[config.mk]
export PLATFORM = sky130hd
export DESIGN_NAME = but_debounce
export DESIGN_NICKNAME = d
export VERILOG_FILES = /design/src/rtl/but_pkg.sv /design/src/rtl/but_debounce_ch.sv /design/src/rtl/but_debounce.sv
export SDC_FILE = /design/constraint.sdc
export NUM_CORES = 1
export LEC_CHECK = 0
export CAP_MARGIN = 10
export CELL_PAD_IN_SITES_DETAIL_PLACEMENT = 2
export CELL_PAD_IN_SITES_GLOBAL_PLACEMENT = 2
export CORE_MARGIN = 8
export CORE_UTILIZATION = 34
export DETAILED_ROUTE_END_ITERATION = 16
export HOLD_SLACK_MARGIN = 0.03
export PLACE_DENSITY = 0.7
export SLEW_MARGIN = 40
export SYNTH_ARGS = -nofsm -noshare
export SYNTH_HDL_FRONTEND = slang
export SYNTH_SLANG_ARGS = --single-unit
[constraint.sdc]
create_clock -name clk -period 3.65 [get_ports clk]
set_input_delay 0.5475 -clock clk [delete_from_list [all_inputs] [get_ports clk]]
set_output_delay 0.5475 -clock clk [all_outputs]
set_load 0.01 [all_outputs]
[src/rtl/but_pkg.sv]
// Shared constants and helpers for the push-button conditioning block.
package but_pkg;

  // Buttons are wired active-low on the board.
  localparam logic BUT_PRESSED  = 1'b0;
  localparam logic BUT_RELEASED = 1'b1;

  // 1 ms of stability at the 12 MHz fabric clock.
  localparam int DEB_CYCLES_12MHZ_1MS = 12000;

  // Width of a stability counter that must reach n-1; never narrower than one bit.
  function automatic int deb_cnt_w(input int n);
    int w;
    w = $clog2(n);
    return (w < 1) ? 1 : w;
  endfunction

endpackage

[src/rtl/but_debounce_ch.sv]
// One button channel: two-flop synchroniser, stability counter, accepted level
// and one-cycle press/release pulse flops.
module but_debounce_ch
  import but_pkg::*;
#(
  parameter int DEB_CYCLES = DEB_CYCLES_12MHZ_1MS
) (
  input  logic clk,
  input  logic rst,
  input  logic raw_i,
  output logic out_o,
  output logic press_o,
  output logic rel_o
);

  localparam int CNT_W = deb_cnt_w(DEB_CYCLES);
  localparam logic [CNT_W-1:0] CNT_MAX = CNT_W'(DEB_CYCLES - 1);

  logic             s1_q, s1_d;
  logic             s2_q, s2_d;
  logic             stb_q, stb_d;
  logic [CNT_W-1:0] cnt_q, cnt_d;
  logic             press_q, press_d;
  logic             rel_q, rel_d;

  // Synchronise the pad, then accept a new level only after it has differed
  // from the held level for DEB_CYCLES consecutive samples.
  always_comb begin
    s1_d    = raw_i;
    s2_d    = s1_q;
    stb_d   = stb_q;
    cnt_d   = cnt_q;
    press_d = 1'b0;
    rel_d   = 1'b0;
    if (s2_q == stb_q) begin
      cnt_d = '0;
    end else if (cnt_q == CNT_MAX) begin
      stb_d   = s2_q;
      cnt_d   = '0;
      press_d = (s2_q == BUT_PRESSED);
      rel_d   = (s2_q == BUT_RELEASED);
    end else begin
      cnt_d = cnt_q + CNT_W'(1);
    end
  end

  // State registers; reset leaves the button released with no progress kept.
  always_ff @(posedge clk or posedge rst) begin
    if (rst) begin
      s1_q    <= BUT_RELEASED;
      s2_q    <= BUT_RELEASED;
      stb_q   <= BUT_RELEASED;
      cnt_q   <= '0;
      press_q <= 1'b0;
      rel_q   <= 1'b0;
    end else begin
      s1_q    <= s1_d;
      s2_q    <= s2_d;
      stb_q   <= stb_d;
      cnt_q   <= cnt_d;
      press_q <= press_d;
      rel_q   <= rel_d;
    end
  end

  assign out_o   = stb_q;
  assign press_o = press_q;
  assign rel_o   = rel_q;

endmodule

[src/rtl/but_debounce.sv]
// Debounces N_BUT active-low push-buttons; each channel is independent.
module but_debounce
  import but_pkg::*;
#(
  parameter int N_BUT      = 4,
  parameter int DEB_CYCLES = DEB_CYCLES_12MHZ_1MS
) (
  input  logic             clk,
  input  logic             rst,
  input  logic [N_BUT-1:0] but_raw,
  output logic [N_BUT-1:0] but_out,
  output logic [N_BUT-1:0] but_press,
  output logic [N_BUT-1:0] but_release
);

  for (genvar i = 0; i < N_BUT; i++) begin : g_ch
    but_debounce_ch #(
      .DEB_CYCLES(DEB_CYCLES)
    ) u_ch (
      .clk    (clk),
      .rst    (rst),
      .raw_i  (but_raw[i]),
      .out_o  (but_out[i]),
      .press_o(but_press[i]),
      .rel_o  (but_release[i])
    );
  end

endmodule

==> run summary, run 1 <==
=================================================================================
Arrival time of data at the critical path endpoint                        1.49 ns
Worst-case headroom to the max-slew limit                                  70.37%
Sequence of cells on the critical path                               clkdlybuf4s50_1
Clock Skew                                                             0.01079 ns
Worst Path Class, Setup                                              flop to output pin
Peak supply drop                                                        0.1647 mV
Core area                                                             0.01018 mm²
Wire length of the first global-routing pass                            13,590 µm
Fin Setup TNS                                                                0 ns
Pin count of the biggest net entering global routing                           30
Number of synthesized register bits                                            76
DR iter-0 viols                                                                56
Setup slack of the worst register-to-register path                        1.62 ns
Slowest stage cell on the critical path                              sky130_fd_sc_hd__dfstp_2
Routed Antenna Nets                                                             0
Most used cells in the layout excluding fill and tap cells           sky130_fd_sc_hd__dfrtp_1, sky130_fd_sc_hd__nor2_1, sky130_fd_sc_hd__xnor2_1
Part of the cycle the worst path needs                                     55.80%
Crit Path Max Fanout                                                            5
Total of cells resized after clock tree synthesis                               0
Cell internal power dissipation                                           1216 µW
Finish-stage setup viols                                                        0
Via count of the first global-routing pass                                  2,696
WL final                                                                  7734 µm
Top-area cell type share of the netlist area                               45.54%
Critical path's top delay family                                       flip-flops
Top cells by area in the synthesized netlist                         sky130_fd_sc_hd__dfrtp_1, sky130_fd_sc_hd__dfstp_2, sky130_fd_sc_hd__xnor2_1, sky130_fd_sc_hd__nor2_1, sky130_fd_sc_hd__xor2_1
Hold path startpoint                                                 g_ch[1].u_ch.s1_q
NetSw                                                                    368.1 µW
Share of power burned in registers                                          55.6%
Vert. Die Dim                                                            117.7 µm
Met1 WL                                                                   3666 µm
Clock network fraction of design power                                      40.6%
Post-CTS setup buffer count                                                     0
Number of buffers inserted by hold repair at cts                                0
Cell chosen for the clock root                                       sky130_fd_sc_hd__clkbuf_8
DRC violations left                                                             0
Number of detailed-route iterations in the first pass                           4
Leakage power                                                         0.001621 µW
Number of hold violations in the final report                                   0
Most common library cell in the layout ignoring fill and taps        sky130_fd_sc_hd__dfrtp_1
HPWL after detailed placement                                             5391 µm
Kind of capture point of the worst setup path                          output pin
Insertion delay of the later-clocked pin in the worst-skew pair           0.34 ns
Clk sinks                                                                      76
Worst Path Required                                                       3.10 ns
Horizontal die dimension                                                 117.7 µm
Post-layout net count                                                         356
R2r startpoint                                                       g_ch[2].u_ch.cnt_q[0]
Final-report max-slew violation count                                           0
CTS tree                                                                      yes
Number of I/O pins                                                             18
Number of antenna violations at the first check in global routing               0
Total overflow reported by the global router                                    0
Placement row count                                                            37
Max-cap violations                                                              0
Share of cells above drive strength 1                                      10.66%
Instance count along the most critical hold path                                0
Status                                                               finished clean
Net switching share of the total power                                     23.24%
Worst-case setup margin in the final layout                              1.613 ns
Yosys warning total                                                             0
Setup Slack @ Placement                                                  1.606 ns
Amount of wire on met2 after detailed routing                             3747 µm
Critical path launch point type                                              flop
Gate Count Post-Synth                                                         328
Count of unique library cells instantiated by Yosys                            27
Timing-limited maximum frequency                                        491.0 MHz
Longest Clk Path Bufs                                                           2
Termination of the worst setup path                                    but_out[2]
Avg Synthesized Cell Area                                               10.72 µm²
Slowest cell delay on critical path                                       0.59 ns
Routability Congestion                                                     0.7090
P&R area growth vs syn                                                     12.24%
Portion of total power attributed to combinational logic                     3.8%
Top layer in use                                                             met4
TritonCTS buffer count                                                          9
Fin crit period                                                          2.037 ns
Classification of the worst-slack hold path                          flop to flop
Antenna Diode Count                                                             0
Total power divided by cell area                                     401.2 mW/mm²
Start point of the critical path                                     g_ch[2].u_ch.out_o
Setup repair after global routing missed its margin                            no
Net Count, Synth                                                              342
Register clock-pin slew on the reported worst setup and hold paths        0.07 ns
Total met3 wirelength after detailed routing                               221 µm
Cell count of the worst reg-to-reg path                                         5
Cell Area, Synth                                                     0.003517 mm²
Routed length per placed instance                                        16.01 µm
Sum of buffers and inverters on the critical path                               1
Sequential cell area fraction in the yosys report                          54.50%
Synth area leader                                                    sky130_fd_sc_hd__dfrtp_1
Instance count on the critical path                                             1
Buffers on Ports                                                               17
Worst-margin pin slew                                                   0.4439 ns
H-tree Lvls                                                                     3
Reg-to-Reg End                                                       g_ch[2].u_ch.cnt_q[10]
Full die area                                                         0.01385 mm²
Number of vias after detailed routing                                       2,359
Via density                                                                 4.884
Initial core utilization                                                   34.53%
Tot GR Track Use                                                           12.03%
=================================================================================
==> synthesized netlist by cell type (all sizes together) <==
library cell  instances
and2                  4
and3                 10
and4                  2
buf                  14
clkbuf                2
dfrtp                64
dfstp                12
ha                    8
inv                   8
mux2                  4
nand2                16
nand3                27
nand4                13
nand4b                2
nor2                 54
nor3                 15
nor3b                 8
nor4                  7
nor4b                 2
or3b                  2
or4                   2
xnor2                34
xor2                 18
==> power by group through the flow <==
stage / clock network, µW / registers (µW) / logic [µW]
after floorplan: 0 / 891 / 42.4
after global placement: 0 / 895 / 60.6
after detailed placement: 0 / 897 / 63.3
after CTS: 673 / 881 / 64.5
after global routing: 708 / 884 / 71.3
final: 643 / 880 / 60.9
==> logic make-up after synthesis <==
logic type | after synthesis | share of synthesized area, %
mux | 4 | 1.494
fa+ha+maj | 8 | 2.846
flops | 76 | 54.50
simple gates | 164 | 23.94
buf+inv | 24 | 4.269
xor+xnor | 52 | 12.95
==> worst min-delay path by stage <==
| stage | endpoint | slack, ns |
|---|---|---|
| final | g_ch[1].u_ch.s2_q | 0.36 |
| after global routing | g_ch[2].u_ch.s2_q | 0.37 |
| after CTS | g_ch[0].u_ch.s2_q | 0.36 |
| after detailed placement | g_ch[1].u_ch.s2_q | 0.35 |
| after global placement | g_ch[2].u_ch.s2_q | 0.35 |
| after floorplan | g_ch[0].u_ch.s2_q | 0.35 |
==> per-stage QoR <==
stage | hold WS (ns) | area, µm² | utilization (%) | cells | total power, µW
final | 0.3610 | 3948 | 38.76 | 483 | 1584
after detailed placement | 0.3515 | 3754 | 36.86 | 467 | 959.9
after global routing | 0.3660 | 3948 | 38.76 | 483 | 1663
after CTS | 0.3612 | 3948 | 38.76 | 483 | 1618
after global placement | 0.3455 | 3754 | 36.86 | 467 | 955.5
after floorplan | 0.3452 | 3517 | - | 328 | 933.2
==> layer usage <==
metal	GRT usage [%]	up-vias
met3	3.165	5
met4	4.484	0
met1	15.39	1201
met5	0	-
li1	-	1128
met2	19.11	25
==> registers in the layout, indices dropped and copies added (netlist names) <==
name	flops
g_ch.u_ch.out_o	4
g_ch.u_ch.cnt_q	56
g_ch.u_ch.rel_o	4
g_ch.u_ch.s2_q	4
g_ch.u_ch.press_o	4
g_ch.u_ch.s1_q	4
==> cell type report <==
cell class,instances,area [µm²]
sequential,76,1917
multi-input combinational,228,1450
timing repair buffer,19,185.2
clock inverter,4,48.80
inverter,8,31.28
fill,1127,6237
clock buffer,12,145.1
tap,136,170.2
No activity file was read; power rests on OpenSTA's default activity.
==> inputs of run 2 (changes only) <==
- PLACE_DENSITY: 0.7 -> 0.73
- clock period: 3.65 -> 1.8 ns (I/O delays scaled with it)
==> run summary, run 2 (synthesized netlist as in run 1, its figures left out) <==
==================================================================================
Status                                                                finished clean
Most used cells in the layout excluding fill and tap cells            sky130_fd_sc_hd__dfrtp_1, sky130_fd_sc_hd__nor2_1, sky130_fd_sc_hd__xnor2_1
Instance count on the critical path                                              3
Final-layout worst hold slack                                            0.2710 ns
NetSw                                                                     776.9 µW
WL final                                                                   8131 µm
Part of the cycle the worst path needs                                      96.74%
Number of vias after detailed routing                                        2,430
Vert. Die Dim                                                             117.7 µm
Post-CTS setup buffer count                                                      0
Final-report max-slew violation count                                            0
Worst-case headroom to the max-slew limit                                   69.91%
Classification of the worst-slack hold path                           primary input to async pin
Total overflow reported by the global router                                     0
Cell chosen for the clock root                                        sky130_fd_sc_hd__clkbuf_8
Longest Clk Path Bufs                                                            2
Fraction of met2 tracks used by global routing                              20.51%
Full die area                                                          0.01385 mm²
HPWL after detailed placement                                              5898 µm
Number of hold violations in the final report                                    0
Horizontal die dimension                                                  117.7 µm
Register name with the most flops                                     g_ch.u_ch.cnt_q
Core area                                                              0.01018 mm²
Sequence of cells on the critical path                                or3b_1 -> or4_4 -> nor3b_1
Finish-stage setup viols                                                         0
Cell count of the worst reg-to-reg path                                          3
Post-layout net count                                                          375
Placement row count                                                             37
Met1 usage in global routing                                                15.85%
H-tree Lvls                                                                      3
Buffers on Ports                                                                17
Routed Antenna Nets                                                              0
Register clock-pin slew on the reported worst setup and hold paths         0.08 ns
Timing-limited maximum frequency                                         574.3 MHz
P&R area growth vs syn                                                      18.04%
Antenna Diode Count                                                              0
TritonCTS buffer count                                                           9
DR iter-0 viols                                                                 54
Peak supply drop                                                         0.3239 mV
CTS tree                                                                       yes
Arrival time of data at the critical path endpoint                         1.99 ns
Cell internal power dissipation                                            2531 µW
Fin Setup TNS                                                                 0 ns
Total power divided by cell area                                      796.8 mW/mm²
Number of antenna violations at the first check in global routing                0
Via count of the first global-routing pass                                   2,820
Number of I/O pins                                                              18
Worst Path Class, Setup                                               flop to flop
Max-cap violations                                                               0
Share of cells above drive strength 1                                       16.39%
Worst Path Required                                                        2.04 ns
Insertion delay of the later-clocked pin in the worst-skew pair            0.36 ns
Most common library cell in the layout ignoring fill and taps         sky130_fd_sc_hd__dfrtp_1
Clock network fraction of design power                                       41.0%
Critical path's top delay family                                      simple AND/OR/NAND/NOR gates
Setup repair after global routing missed its margin                             no
Initial core utilization                                                    34.53%
Leakage power                                                          0.001784 µW
GR Layer Usage met3                                                         3.741%
Flip-flop count of the largest register, all copies and words added             56
Slowest cell delay on critical path                                        0.55 ns
Worst-margin pin slew                                                    0.4505 ns
Crit Path Max Fanout                                                             5
Via density                                                                  4.841
Net switching share of the total power                                      23.48%
Number of detailed-route iterations in the first pass                            4
Tot GR Track Use                                                            12.79%
Sum of buffers and inverters on the critical path                                0
Critical path launch point type                                               flop
Wire length of the first global-routing pass                             14,390 µm
DRC violations left                                                              0
Routability Congestion                                                      0.7581
Fin crit period                                                           1.741 ns
Pin count of the biggest net entering global routing                            23
Routed length per placed instance                                         16.20 µm
Clk sinks                                                                       76
Clock Skew                                                             0.008629 ns
Slowest stage cell on the critical path                               sky130_fd_sc_hd__or4_4
Share of power burned in registers                                           53.7%
Kind of capture point of the worst setup path                                 flop
Portion of total power attributed to combinational logic                      5.2%
Highest-utilization routing layer at the global route stage                   met2
==================================================================================
-- run 2: through the flow --
step / std cells / setup slack, ns / instance area, µm² / utilization (%) / power [µW]
2_1_floorplan: 328 / 0.08711 / 3521 / - / 1893
3_3_place_gp: 486 / 0.08986 / 3924 / 38.53 / 1975
3_5_place_dp: 486 / 0.05831 / 3924 / 38.53 / 1984
4_1_cts: 502 / 0.003168 / 4125 / 40.50 / 3370
5_1_grt: 502 / 0.006803 / 4151 / 40.76 / 3454
6_report: 502 / 0.05865 / 4151 / 40.76 / 3308
-- run 2: worst paths after layout --
| kind | start | to | slack (ns) |
|---|---|---|---|
| setup / recovery | g_ch[1].u_ch.cnt_q[5] | g_ch[1].u_ch.rel_o | 0.06 |
| hold / removal | rst | g_ch[1].u_ch.cnt_q[9] | 0.27 |
| setup reg to reg | g_ch[1].u_ch.cnt_q[5] | g_ch[1].u_ch.rel_o | 0.06 |
| hold reg to reg | g_ch[0].u_ch.s1_q | g_ch[0].u_ch.s2_q | 0.36 |
| max in group asynchronous | rst | g_ch[2].u_ch.out_o | 0.98 |
| min in group clk | but_raw[2] | g_ch[2].u_ch.s1_q | 0.31 |
-- run 2: metal layers --
layer	share of wire [%]	wire length [µm]
met5	0	0
met4	1.5	123
met3	3.1	249
met2	49	3960
met1	47	3798
-- run 2: layout make-up --
cell class | count | area [µm²]
clock inverter | 4 | 47.55
tap | 136 | 170.2
timing repair buffer | 38 | 362.8
sequential | 76 | 1917
multi-input combinational | 228 | 1465
fill | 1109 | 6033
clock buffer | 12 | 155.1
inverter | 8 | 33.78
-- run 2: power by group through the flow --
stage	clock network, µW	registers (µW)	logic, µW
after floorplan	0	1810	86.4
after global placement	0	1810	170
after detailed placement	0	1810	175
after CTS	1420	1780	177
after global routing	1470	1780	199
final	1360	1780	173
-- run 2: what timing repair did --
item / in CTS / in global routing
hold buffers: 0 / 0
setup endpoints to repair: 1 / 28
pin swaps: 0 / 1
resized for setup: 1 / 8
==> inputs of run 3 (changes only) <==
- CTS_CLUSTER_SIZE: not set -> 8
==> results of run 3 <==
The final DEF is identical to that of run 2; final timing and power are the same.
